[src/rtl/ifu_fetch.sv]
// Instruction fetch unit: one outstanding read, valid/ready to decode, redirect flush.
// Define IFU_PERF_CNT_EN to add the fetch/stall/flush performance counters.
module ifu_fetch #(
    parameter logic [31:0] RESET_PC = 32'h8000_0000,
    parameter logic [31:0] PC_STEP  = 32'd4
) (
    input  logic        i_clk,
    input  logic        i_rst,
    output logic        o_mem_req_valid,
    input  logic        i_mem_req_ready,
    output logic [31:0] o_mem_addr,
    input  logic        i_mem_rsp_valid,
    output logic        o_mem_rsp_ready,
    input  logic [31:0] i_mem_rsp_data,
    input  logic        i_mem_rsp_err,
    input  logic        i_redirect_valid,
    input  logic [31:0] i_redirect_pc,
    output logic [31:0] o_pc,
    output logic [31:0] o_inst,
    output logic        o_fetch_err,
    output logic        o_valid,
    input  logic        i_ready
`ifdef IFU_PERF_CNT_EN
    ,
    output logic [63:0] o_perf_fetch_cnt,
    output logic [63:0] o_perf_stall_cnt,
    output logic [31:0] o_perf_flush_cnt
`endif
);

    localparam logic [31:0] NOP = 32'h0000_0013;

    typedef enum logic [1:0] {
        S_REQ,
        S_WAIT,
        S_HOLD,
        S_FLUSH
    } state_t;

    state_t      r_state;
    state_t      w_state_nxt;
    logic [31:0] r_pc;
    logic [31:0] w_pc_nxt;
    logic [31:0] r_out_pc;
    logic [31:0] r_out_inst;
    logic        r_out_err;
    logic        r_valid;
    logic        w_valid_nxt;
    logic        w_capture;
    logic [31:0] w_redir_pc;
    logic        w_req_hs;
    logic        w_rsp_hs;
    logic        w_fire;

    assign w_redir_pc      = i_redirect_pc & ~32'h3;
    assign o_mem_req_valid = i_rst & (r_state == S_REQ);
    assign o_mem_rsp_ready = i_rst & ((r_state == S_WAIT) | (r_state == S_FLUSH));
    assign o_mem_addr      = r_pc;
    assign w_req_hs        = o_mem_req_valid & i_mem_req_ready;
    assign w_rsp_hs        = o_mem_rsp_ready & i_mem_rsp_valid;
    // A redirect kills the presented instruction in the same cycle.
    assign o_valid         = r_valid & ~i_redirect_valid;
    assign w_fire          = o_valid & i_ready;
    assign o_pc            = r_out_pc;
    assign o_inst          = r_out_inst;
    assign o_fetch_err     = r_out_err;

    always_comb begin
        w_state_nxt = r_state;
        w_pc_nxt    = r_pc;
        w_valid_nxt = r_valid;
        w_capture   = 1'b0;
        unique case (r_state)
            S_REQ: begin
                if (i_redirect_valid) begin
                    w_pc_nxt = w_redir_pc;
                    if (w_req_hs) w_state_nxt = S_FLUSH;
                end else if (w_req_hs) begin
                    w_state_nxt = S_WAIT;
                end
            end
            S_WAIT: begin
                if (i_redirect_valid) begin
                    w_pc_nxt    = w_redir_pc;
                    w_state_nxt = w_rsp_hs ? S_REQ : S_FLUSH;
                end else if (w_rsp_hs) begin
                    w_capture   = 1'b1;
                    w_valid_nxt = 1'b1;
                    w_state_nxt = S_HOLD;
                end
            end
            S_HOLD: begin
                if (i_redirect_valid) begin
                    w_pc_nxt    = w_redir_pc;
                    w_valid_nxt = 1'b0;
                    w_state_nxt = S_REQ;
                end else if (w_fire) begin
                    w_pc_nxt    = r_pc + PC_STEP;
                    w_valid_nxt = 1'b0;
                    w_state_nxt = S_REQ;
                end
            end
            S_FLUSH: begin
                if (i_redirect_valid) w_pc_nxt = w_redir_pc;
                if (w_rsp_hs) w_state_nxt = S_REQ;
            end
        endcase
    end

    always_ff @(posedge i_clk) begin
        if (!i_rst) begin
            r_state    <= S_REQ;
            r_pc       <= RESET_PC;
            r_valid    <= 1'b0;
            r_out_pc   <= RESET_PC;
            r_out_inst <= NOP;
            r_out_err  <= 1'b0;
        end else begin
            r_state <= w_state_nxt;
            r_pc    <= w_pc_nxt;
            r_valid <= w_valid_nxt;
            if (w_capture) begin
                r_out_pc   <= r_pc;
                r_out_inst <= i_mem_rsp_err ? NOP : i_mem_rsp_data;
                r_out_err  <= i_mem_rsp_err;
            end
        end
    end

`ifdef IFU_PERF_CNT_EN
    logic [63:0] r_fetch_cnt;
    logic [63:0] r_stall_cnt;
    logic [31:0] r_flush_cnt;
    logic        w_stall;
    logic        w_flush_entry;

    assign w_stall       = (r_state == S_REQ) | (r_state == S_WAIT);
    assign w_flush_entry = i_redirect_valid &
                           (((r_state == S_REQ) & w_req_hs) |
                            ((r_state == S_WAIT) & ~w_rsp_hs));

    always_ff @(posedge i_clk) begin
        if (!i_rst) begin
            r_fetch_cnt <= '0;
            r_stall_cnt <= '0;
            r_flush_cnt <= '0;
        end else begin
            if (w_fire && r_fetch_cnt != '1) r_fetch_cnt <= r_fetch_cnt + 64'd1;
            if (w_stall && r_stall_cnt != '1) r_stall_cnt <= r_stall_cnt + 64'd1;
            if (w_flush_entry && r_flush_cnt != '1) r_flush_cnt <= r_flush_cnt + 32'd1;
        end
    end

    assign o_perf_fetch_cnt = r_fetch_cnt;
    assign o_perf_stall_cnt = r_stall_cnt;
    assign o_perf_flush_cnt = r_flush_cnt;
`endif

endmodule

[config.mk]
export PLATFORM = sky130hd
export DESIGN_NAME = ifu_fetch
export DESIGN_NICKNAME = d
export VERILOG_FILES = /design/src/rtl/ifu_fetch.sv
export SDC_FILE = /design/constraint.sdc
export NUM_CORES = 1
export LEC_CHECK = 0
export ABC_AREA = 0
export CAP_MARGIN = 20
export CORE_MARGIN = 5
export CORE_UTILIZATION = 40
export DETAILED_ROUTE_END_ITERATION = 16
export PLACE_DENSITY = 0.74
export SYNTH_ARGS = -nofsm -noshare
export SYNTH_HDL_FRONTEND = slang
export SYNTH_SLANG_ARGS = --single-unit
[constraint.sdc]
create_clock -name i_clk -period 2.9 [get_ports i_clk]
set_clock_uncertainty 0.15 [all_clocks]
set_input_delay 0.58 -clock i_clk [delete_from_list [all_inputs] [get_ports i_clk]]
set_output_delay 0.58 -clock i_clk [all_outputs]
set_load 0.05 [all_outputs]
==> impl_metrics.py, run 1 <==
metrics = {
    "die": {
        "core-area_um2": 10800,
        "design.die.area_um2": 13200,
        "die-width_um": 115,
        "io-pin-count": 171,
        "chipHeight_um": 115,
        "starting_density_pct": 40.7,
        "floorplan.rows": 38,
    },
    "outcome": {
        "run_status": "complete, no violations",
    },
    "detailed_routing": {
        "postRouteWirelength_mm": 13.6,
        "post_drt_via_cell_ratio": 5.33,
        "wl_per_cell_um": 16.5,
        "drt-initial-drc-count": 281,
        "firstDrtPassIters": 4,
        "drc": 0,
        "via_count": 4400,
        "drtAntennaViolNets": 0,
    },
    "yosys": {
        "synth-seq-cells": 96,
        "yosysSeqAreaShare_pct": 43.8,
        "synth_top_cell_area_share_pct": 43.8,
        "ys_async_sr_fraction_pct": 0,
        "synth_largest_area_cell": "dfxtp_1",
        "synthMostInstantiatedCell": "nand2_1",
        "synthesis.yosys.warnings": 0,
        "syn-mean-instance-area_um2": 8.34,
        "syn-cell-area_um2": 4390,
        "synth_enable_flop_cells": 0,
        "synth_flop_cell": "dfxtp_1",
        "top_post_synthesis_cells_by_area": "dfxtp_1, a21boi_0, nand2_1",
        "post_synth_num_cell_types": 50,
        "synth_common_cells": "nand2_1, dfxtp_1, a21boi_0",
        "postSynthCellCount": 526,
    },
    "finish": {
        "layout.core_utilization_pct": 59.7,
        "diodes": 0,
        "multiInputGateArea_um2": 2280,
        "num-nets-final": 752,
        "syn_to_final_growth_pct": 46.7,
        "layout_cells_sized_above_1_pct": 8.18,
        "fillCellCount": 989,
        "seq_area_um2": 1920,
    },
    "place": {
        "dp_hpwl_mm": 9.88,
        "port_buffers": 164,
        "routabilityCongestion": 0.881,
    },
    "worst_setup_path": {
        "worst_setup_startpoint": "o_mem_addr[20]",
        "category_of_the_worst_setup_path_launch_point": "register",
        "crit_arrival_ns": 1.82,
        "setup.worst_path.end_class": "primary output",
        "path_buf_inv": 1,
        "crit_slowest_cell": "clkdlybuf4s50_1",
        "crit_type": "register to primary output",
        "cp_slowest_stage_delay_ns": 0.88,
        "worstPathRequired_ns": 2.17,
        "crit_family": "buffers and inverters",
        "largest_driver_fanout_on_the_critical_path": 9,
        "critical_path.cell_chain": "clkdlybuf4s50_1",
        "timing.rr.start": "o_mem_addr[2]",
    },
    "timing": {
        "report.final.slew_viol_count": 0,
        "unrepaired_setup_endpoints_after_global_routing": "false",
        "timing.slew.headroom_pct": 36.0,
        "fmax_mhz": 392,
        "setup_violations": 0,
        "period_share_pct": 87.9,
        "final_hold_viol_count": 0,
        "finalWorstPathRequiredPeriod_ns": 2.55,
        "timing_worst_slew_pin_value_ns": 0.958,
        "finalSetupTns_ns": 0,
    },
    "clocking": {
        "cts_num_sinks": 96,
        "cts_buffers": 9,
        "cts.clk_slew.worst_paths_ns": 0.09,
        "postCtsSetupBuffers": 0,
        "clock_path_buffers": 2,
        "cts_hold_repair_buffers": 0,
        "clockRootBuffer": "clkbuf_8",
        "cts.htree.levels": 3,
        "cts_tree": "built",
        "ctsResizeCount": 0,
        "clk_latency_ns": 0.35,
    },
    "power": {
        "clock_power_share_pct": 32.6,
        "net-switching-power_mw": 0.808,
        "switching_share_pct": 28.4,
        "pwr_density_cell_nw_per_um2": 441,
        "power_leakage_nw": 2.19,
        "max-vdd-ir-drop_v": 0.000252,
        "power.sequential.fraction_pct": 49.8,
        "comb_power_share_pct": 17.6,
        "cell_internal_pwr_mw": 2.03,
    },
    "min_path": {
        "hp-class": "register to register",
        "hold_startpoint": "o_inst[26]",
    },
    "global_route": {
        "grt_antenna_before_repair": 0,
        "grt_max_degree": 61,
        "gr-usage-all-layers_pct": 20.4,
        "grt_first_pass_wirelength_mm": 21.8,
        "first_global_vias": 4311,
        "overflow": 0,
    },
    "job": {
        "cap_violations": 0,
    },
}
-- power by group through the flow --
stage,Sequential [mW],Clock (mW),Combinational (mW)
floorplan,1.55,0,0.168
global placement,1.44,0,0.494
detailed placement,1.45,0,0.499
CTS,1.42,0.956,0.501
global route,1.42,1.00,0.533
finish,1.42,0.925,0.500
-- logic make-up after synthesis --
kind of cell    synth area share, %
compound gates                 21.1
xor+xnor                       2.40
fa+ha+maj                     0.285
buf+inv                        4.56
flops                          43.8
mux                           0.513
other cells                  0.0855
simple gates                   27.3
-- worst paths after layout --
| path | slack, ns | depth (start not counted) | end |
|---|---|---|---|
| max | 0.35 | 1 | o_mem_addr[20] |
| min | 0.31 | 2 | o_inst[26] |
| max reg2reg | 0.54 | 6 | o_mem_addr[28] |
| min reg2reg | 0.31 | 2 | o_inst[26] |
-- registers in the layout, indices dropped and copies added (netlist names) --
signal       count
r_state          2
o_inst          32
o_fetch_err      1
r_valid          1
o_pc            30
o_mem_addr      30
-- cells in the final DEF, fill, tap and decap left out, types with 11 or more instances in the layout --
cell	count
clkdlybuf4s50_1	160
nand2_1	107
dfxtp_1	96
a21boi_0	61
nand3b_1	31
o21ai_0	27
nor2_1	24
a21oi_1	21
buf_4	19
nand3_1	11
clkbuf_8	11
-- per-layer routing --
metal,vias to the layer above,global-route usage [%],wire length (µm)
met3,26,4.00,928
met1,2069,25.7,5950
li1,2144,-,-
met4,0,9.08,410
met5,-,0,0
met2,161,34.0,6290
-- tightest hold or removal path, delay by kind of cell, from the launching register on --
family             cells  cell delay [ns]
DFF                    1             0.31
and+or+nand+nor        1             0.05
AOI/OAI and AO/OA      1             0.06
-- through the flow --
stage | hold WS, ns | setup slack, ns | total power [mW] | area [µm²] | instances
finish | 0.312 | 0.352 | 2.84 | 6440 | 825
global route | 0.342 | 0.295 | 2.96 | 6440 | 825
CTS | 0.318 | 0.341 | 2.87 | 6440 | 825
detailed placement | 0.306 | 0.0692 | 1.95 | 6220 | 809
global placement | 0.300 | 0.102 | 1.94 | 6220 | 809
floorplan | 0.428 | 0.291 | 1.72 | 4400 | 529
-- final cells by class --
| cell class | instances | area share, % |
|---|---|---|
| multi-input cells | 386 | 35.5 |
| flip-flops and latches | 96 | 29.8 |
| repair buffers | 184 | 28.4 |
| well taps | 140 | 2.72 |
| clock buffers | 11 | 2.35 |
| clock inverters | 5 | 1.01 |
| inverters | 3 | 0.175 |
(Power assumes the default switching activity.)
==> inputs of run 2 (changes only) <==
--- a/config.mk
+++ b/config.mk
@@ -5,7 +5,7 @@
 export SDC_FILE = /design/constraint.sdc
 export NUM_CORES = 1
 export LEC_CHECK = 0
-export ABC_AREA = 0
+export ABC_AREA = 1
 export CAP_MARGIN = 20
 export CORE_MARGIN = 5
 export CORE_UTILIZATION = 40
==> impl_metrics.py, run 2 <==
metrics = {
    "die": {
        "chipHeight_um": 116,
        "core-area_um2": 10900,
        "starting_density_pct": 41.0,
        "design.die.area_um2": 13400,
        "floorplan.rows": 38,
        "die-width_um": 116,
        "io-pin-count": 171,
    },
    "yosys": {
        "synth_enable_flop_cells": 0,
        "synth_flop_cell": "dfxtp_1",
        "top_post_synthesis_cells_by_area": "dfxtp_1, nand2_1, nor2_1",
        "yosys.area_share.adder_pct": 0.280,
        "syn-mean-instance-area_um2": 6.68,
        "post_synth_num_cell_types": 28,
        "postSynthCellCount": 668,
        "yosysSeqAreaShare_pct": 43.1,
        "synth_largest_area_cell": "dfxtp_1",
        "synthesis.yosys.warnings": 0,
        "synth-seq-cells": 96,
        "synthMostInstantiatedCell": "nand2_1",
        "post_synth_xor_area_fraction_pct": 0,
        "synth_top_cell_area_share_pct": 43.1,
        "compound_cell_area_share_of_the_yosys_netlist_pct": 18.4,
        "synth.mux.area_fraction_pct": 0,
        "main_combinational_cell_family_by_area_after_synthesis": "simple AND/OR/NAND/NOR gates",
        "syn-cell-area_um2": 4460,
        "ys_async_sr_fraction_pct": 0,
        "yosys.area_share.simple_pct": 30.0,
        "synth_common_cells": "nand2_1, nor2_1, dfxtp_1",
    },
    "finish": {
        "layout_cells_sized_above_1_pct": 4.95,
        "final_common_cell": "clkdlybuf4s50_1",
        "fillCellCount": 1055,
        "largest_register_ff_count": 32,
        "layout_common_cells": "clkdlybuf4s50_1, nand2_1, nor2_1",
        "seq_area_um2": 1920,
        "diodes": 0,
        "syn_to_final_growth_pct": 44.7,
        "layout.cells.non_filler": 969,
        "num-nets-final": 896,
        "multiInputGateArea_um2": 2190,
    },
    "min_path": {
        "hp-class": "register to register",
        "cell_count_of_the_worst_hold_path": 2,
        "min_delay_worst_endpoint": "o_inst[18]",
        "hold_startpoint": "o_inst[18]",
    },
    "global_route": {
        "grt_antenna_before_repair": 0,
        "overflow": 0,
        "grt_max_degree": 54,
        "grt_first_pass_wirelength_mm": 24.7,
        "first_global_vias": 4845,
        "gr-usage-all-layers_pct": 23.2,
    },
    "power": {
        "max-vdd-ir-drop_v": 0.000398,
        "comb_power_share_pct": 30.9,
        "power_leakage_nw": 2.42,
        "net-switching-power_mw": 1.26,
        "post-layout-total-power_mw": 3.43,
        "switching_share_pct": 36.6,
        "power.sequential.fraction_pct": 44.1,
        "cell_internal_pwr_mw": 2.18,
        "clock_power_share_pct": 25.0,
        "pwr_density_cell_nw_per_um2": 532,
    },
    "detailed_routing": {
        "postRouteWirelength_mm": 15.6,
        "drt-initial-drc-count": 479,
        "wl_met2_mm": 7.55,
        "top_layer": "met4",
        "wl_per_cell_um": 16.1,
        "firstDrtPassIters": 6,
        "drc": 0,
        "post_drt_via_cell_ratio": 5.18,
        "drtAntennaViolNets": 0,
        "met3WireLength_mm": 1.06,
        "wl_met1_mm": 6.69,
        "via_count": 5018,
    },
    "worst_setup_path": {
        "critical_path.reg2reg.endpoint": "o_mem_addr[22]",
        "crit_arrival_ns": 1.76,
        "cp_slowest_stage_delay_ns": 0.88,
        "setup.reg_to_reg.worst_slack_ns": 0.65,
        "crit_type": "register to primary output",
        "worstPathRequired_ns": 2.17,
        "largest_driver_fanout_on_the_critical_path": 6,
        "crit_family": "buffers and inverters",
        "critical_path.cell_chain": "clkdlybuf4s50_1",
        "path_buf_inv": 1,
        "setup.worst_path.end_class": "primary output",
        "timing.rr.start": "o_mem_addr[2]",
        "reg2reg_depth": 10,
        "category_of_the_worst_setup_path_launch_point": "register",
        "crit_slowest_cell": "clkdlybuf4s50_1",
    },
    "clocking": {
        "clockRootBuffer": "clkbuf_8",
        "cts_tree": "built",
        "cts_num_sinks": 96,
        "cts_hold_repair_buffers": 0,
        "cts.clk_slew.worst_paths_ns": 0.10,
        "postCtsSetupBuffers": 0,
        "cts_buffers": 9,
        "cts.htree.levels": 3,
        "clock_path_buffers": 2,
        "clk_latency_ns": 0.37,
        "ctsResizeCount": 0,
    },
    "timing": {
        "timing.final.ws_setup_ns": 0.409,
        "finalWorstPathRequiredPeriod_ns": 2.49,
        "unrepaired_setup_endpoints_after_global_routing": "false",
        "finalHoldWorstSlack_ns": 0.320,
        "finalSetupTns_ns": 0,
        "timing.slew.headroom_pct": 63.2,
        "timing_worst_slew_pin_value_ns": 0.550,
        "report.final.slew_viol_count": 0,
        "setup_violations": 0,
        "period_share_pct": 85.9,
        "fmax_mhz": 401,
        "final_hold_viol_count": 0,
    },
    "place": {
        "placedCellCount": 953,
        "dp_hpwl_mm": 11.9,
        "dp_worst_setup_slack_ns": 0.268,
        "routabilityCongestion": 0.950,
        "port_buffers": 164,
    },
    "job": {
        "cap_violations": 0,
    },
    "outcome": {
        "run_status": "complete, no violations",
    },
}
-- run 2: power by group through the flow --
stage	combinational, mW	sequential (mW)	clock (mW)
4_1_cts	1.06	1.51	0.879
6_report	1.06	1.52	0.857
3_5_place_dp	1.06	1.54	0
2_1_floorplan	0.398	1.78	0
5_1_grt	1.14	1.53	0.922
3_3_place_gp	1.04	1.54	0
-- run 2: per-stage QoR --
stage	area (µm²)	utilization, %
4_1_cts	6460	59.3
3_3_place_gp	6260	57.5
5_1_grt	6460	59.3
3_5_place_dp	6260	57.5
2_1_floorplan	4470	-
6_report	6460	59.3
-- run 2: final cells by class --
cell class | instances | share of cell area, %
tap | 140 | 2.71
clock inverter | 4 | 0.426
timing repair buffer | 180 | 27.8
sequential | 96 | 29.8
clock buffer | 12 | 2.56
multi-input combinational | 487 | 33.9
inverter | 50 | 2.91
-- run 2: kinds of logic after synthesis --
family,after synthesis
adder cells (fa/ha/maj),1
flip-flops,96
other,1
buffers and inverters,88
AND/OR/NAND/NOR,332
AO/OA/AOI/OAI,150
-- run 2: worst max path at each step --
stage | start | end | cells past startpoint
after floorplan | i_rst | o_mem_req_valid | 4
after global placement | i_rst | o_inst[12] | 10
after detailed placement | i_rst | o_inst[2] | 10
after CTS | o_mem_addr[2] | o_mem_addr[2] | 1
after global routing | o_mem_addr[2] | o_mem_addr[2] | 1
final | o_mem_addr[2] | o_mem_addr[2] | 1
-- run 2: layer usage --
layer	vias to the layer above	GRT usage, %
li1	2484	-
met1	2335	31.5
met2	178	37.3
met3	21	4.49
met4	0	7.66
met5	-	0
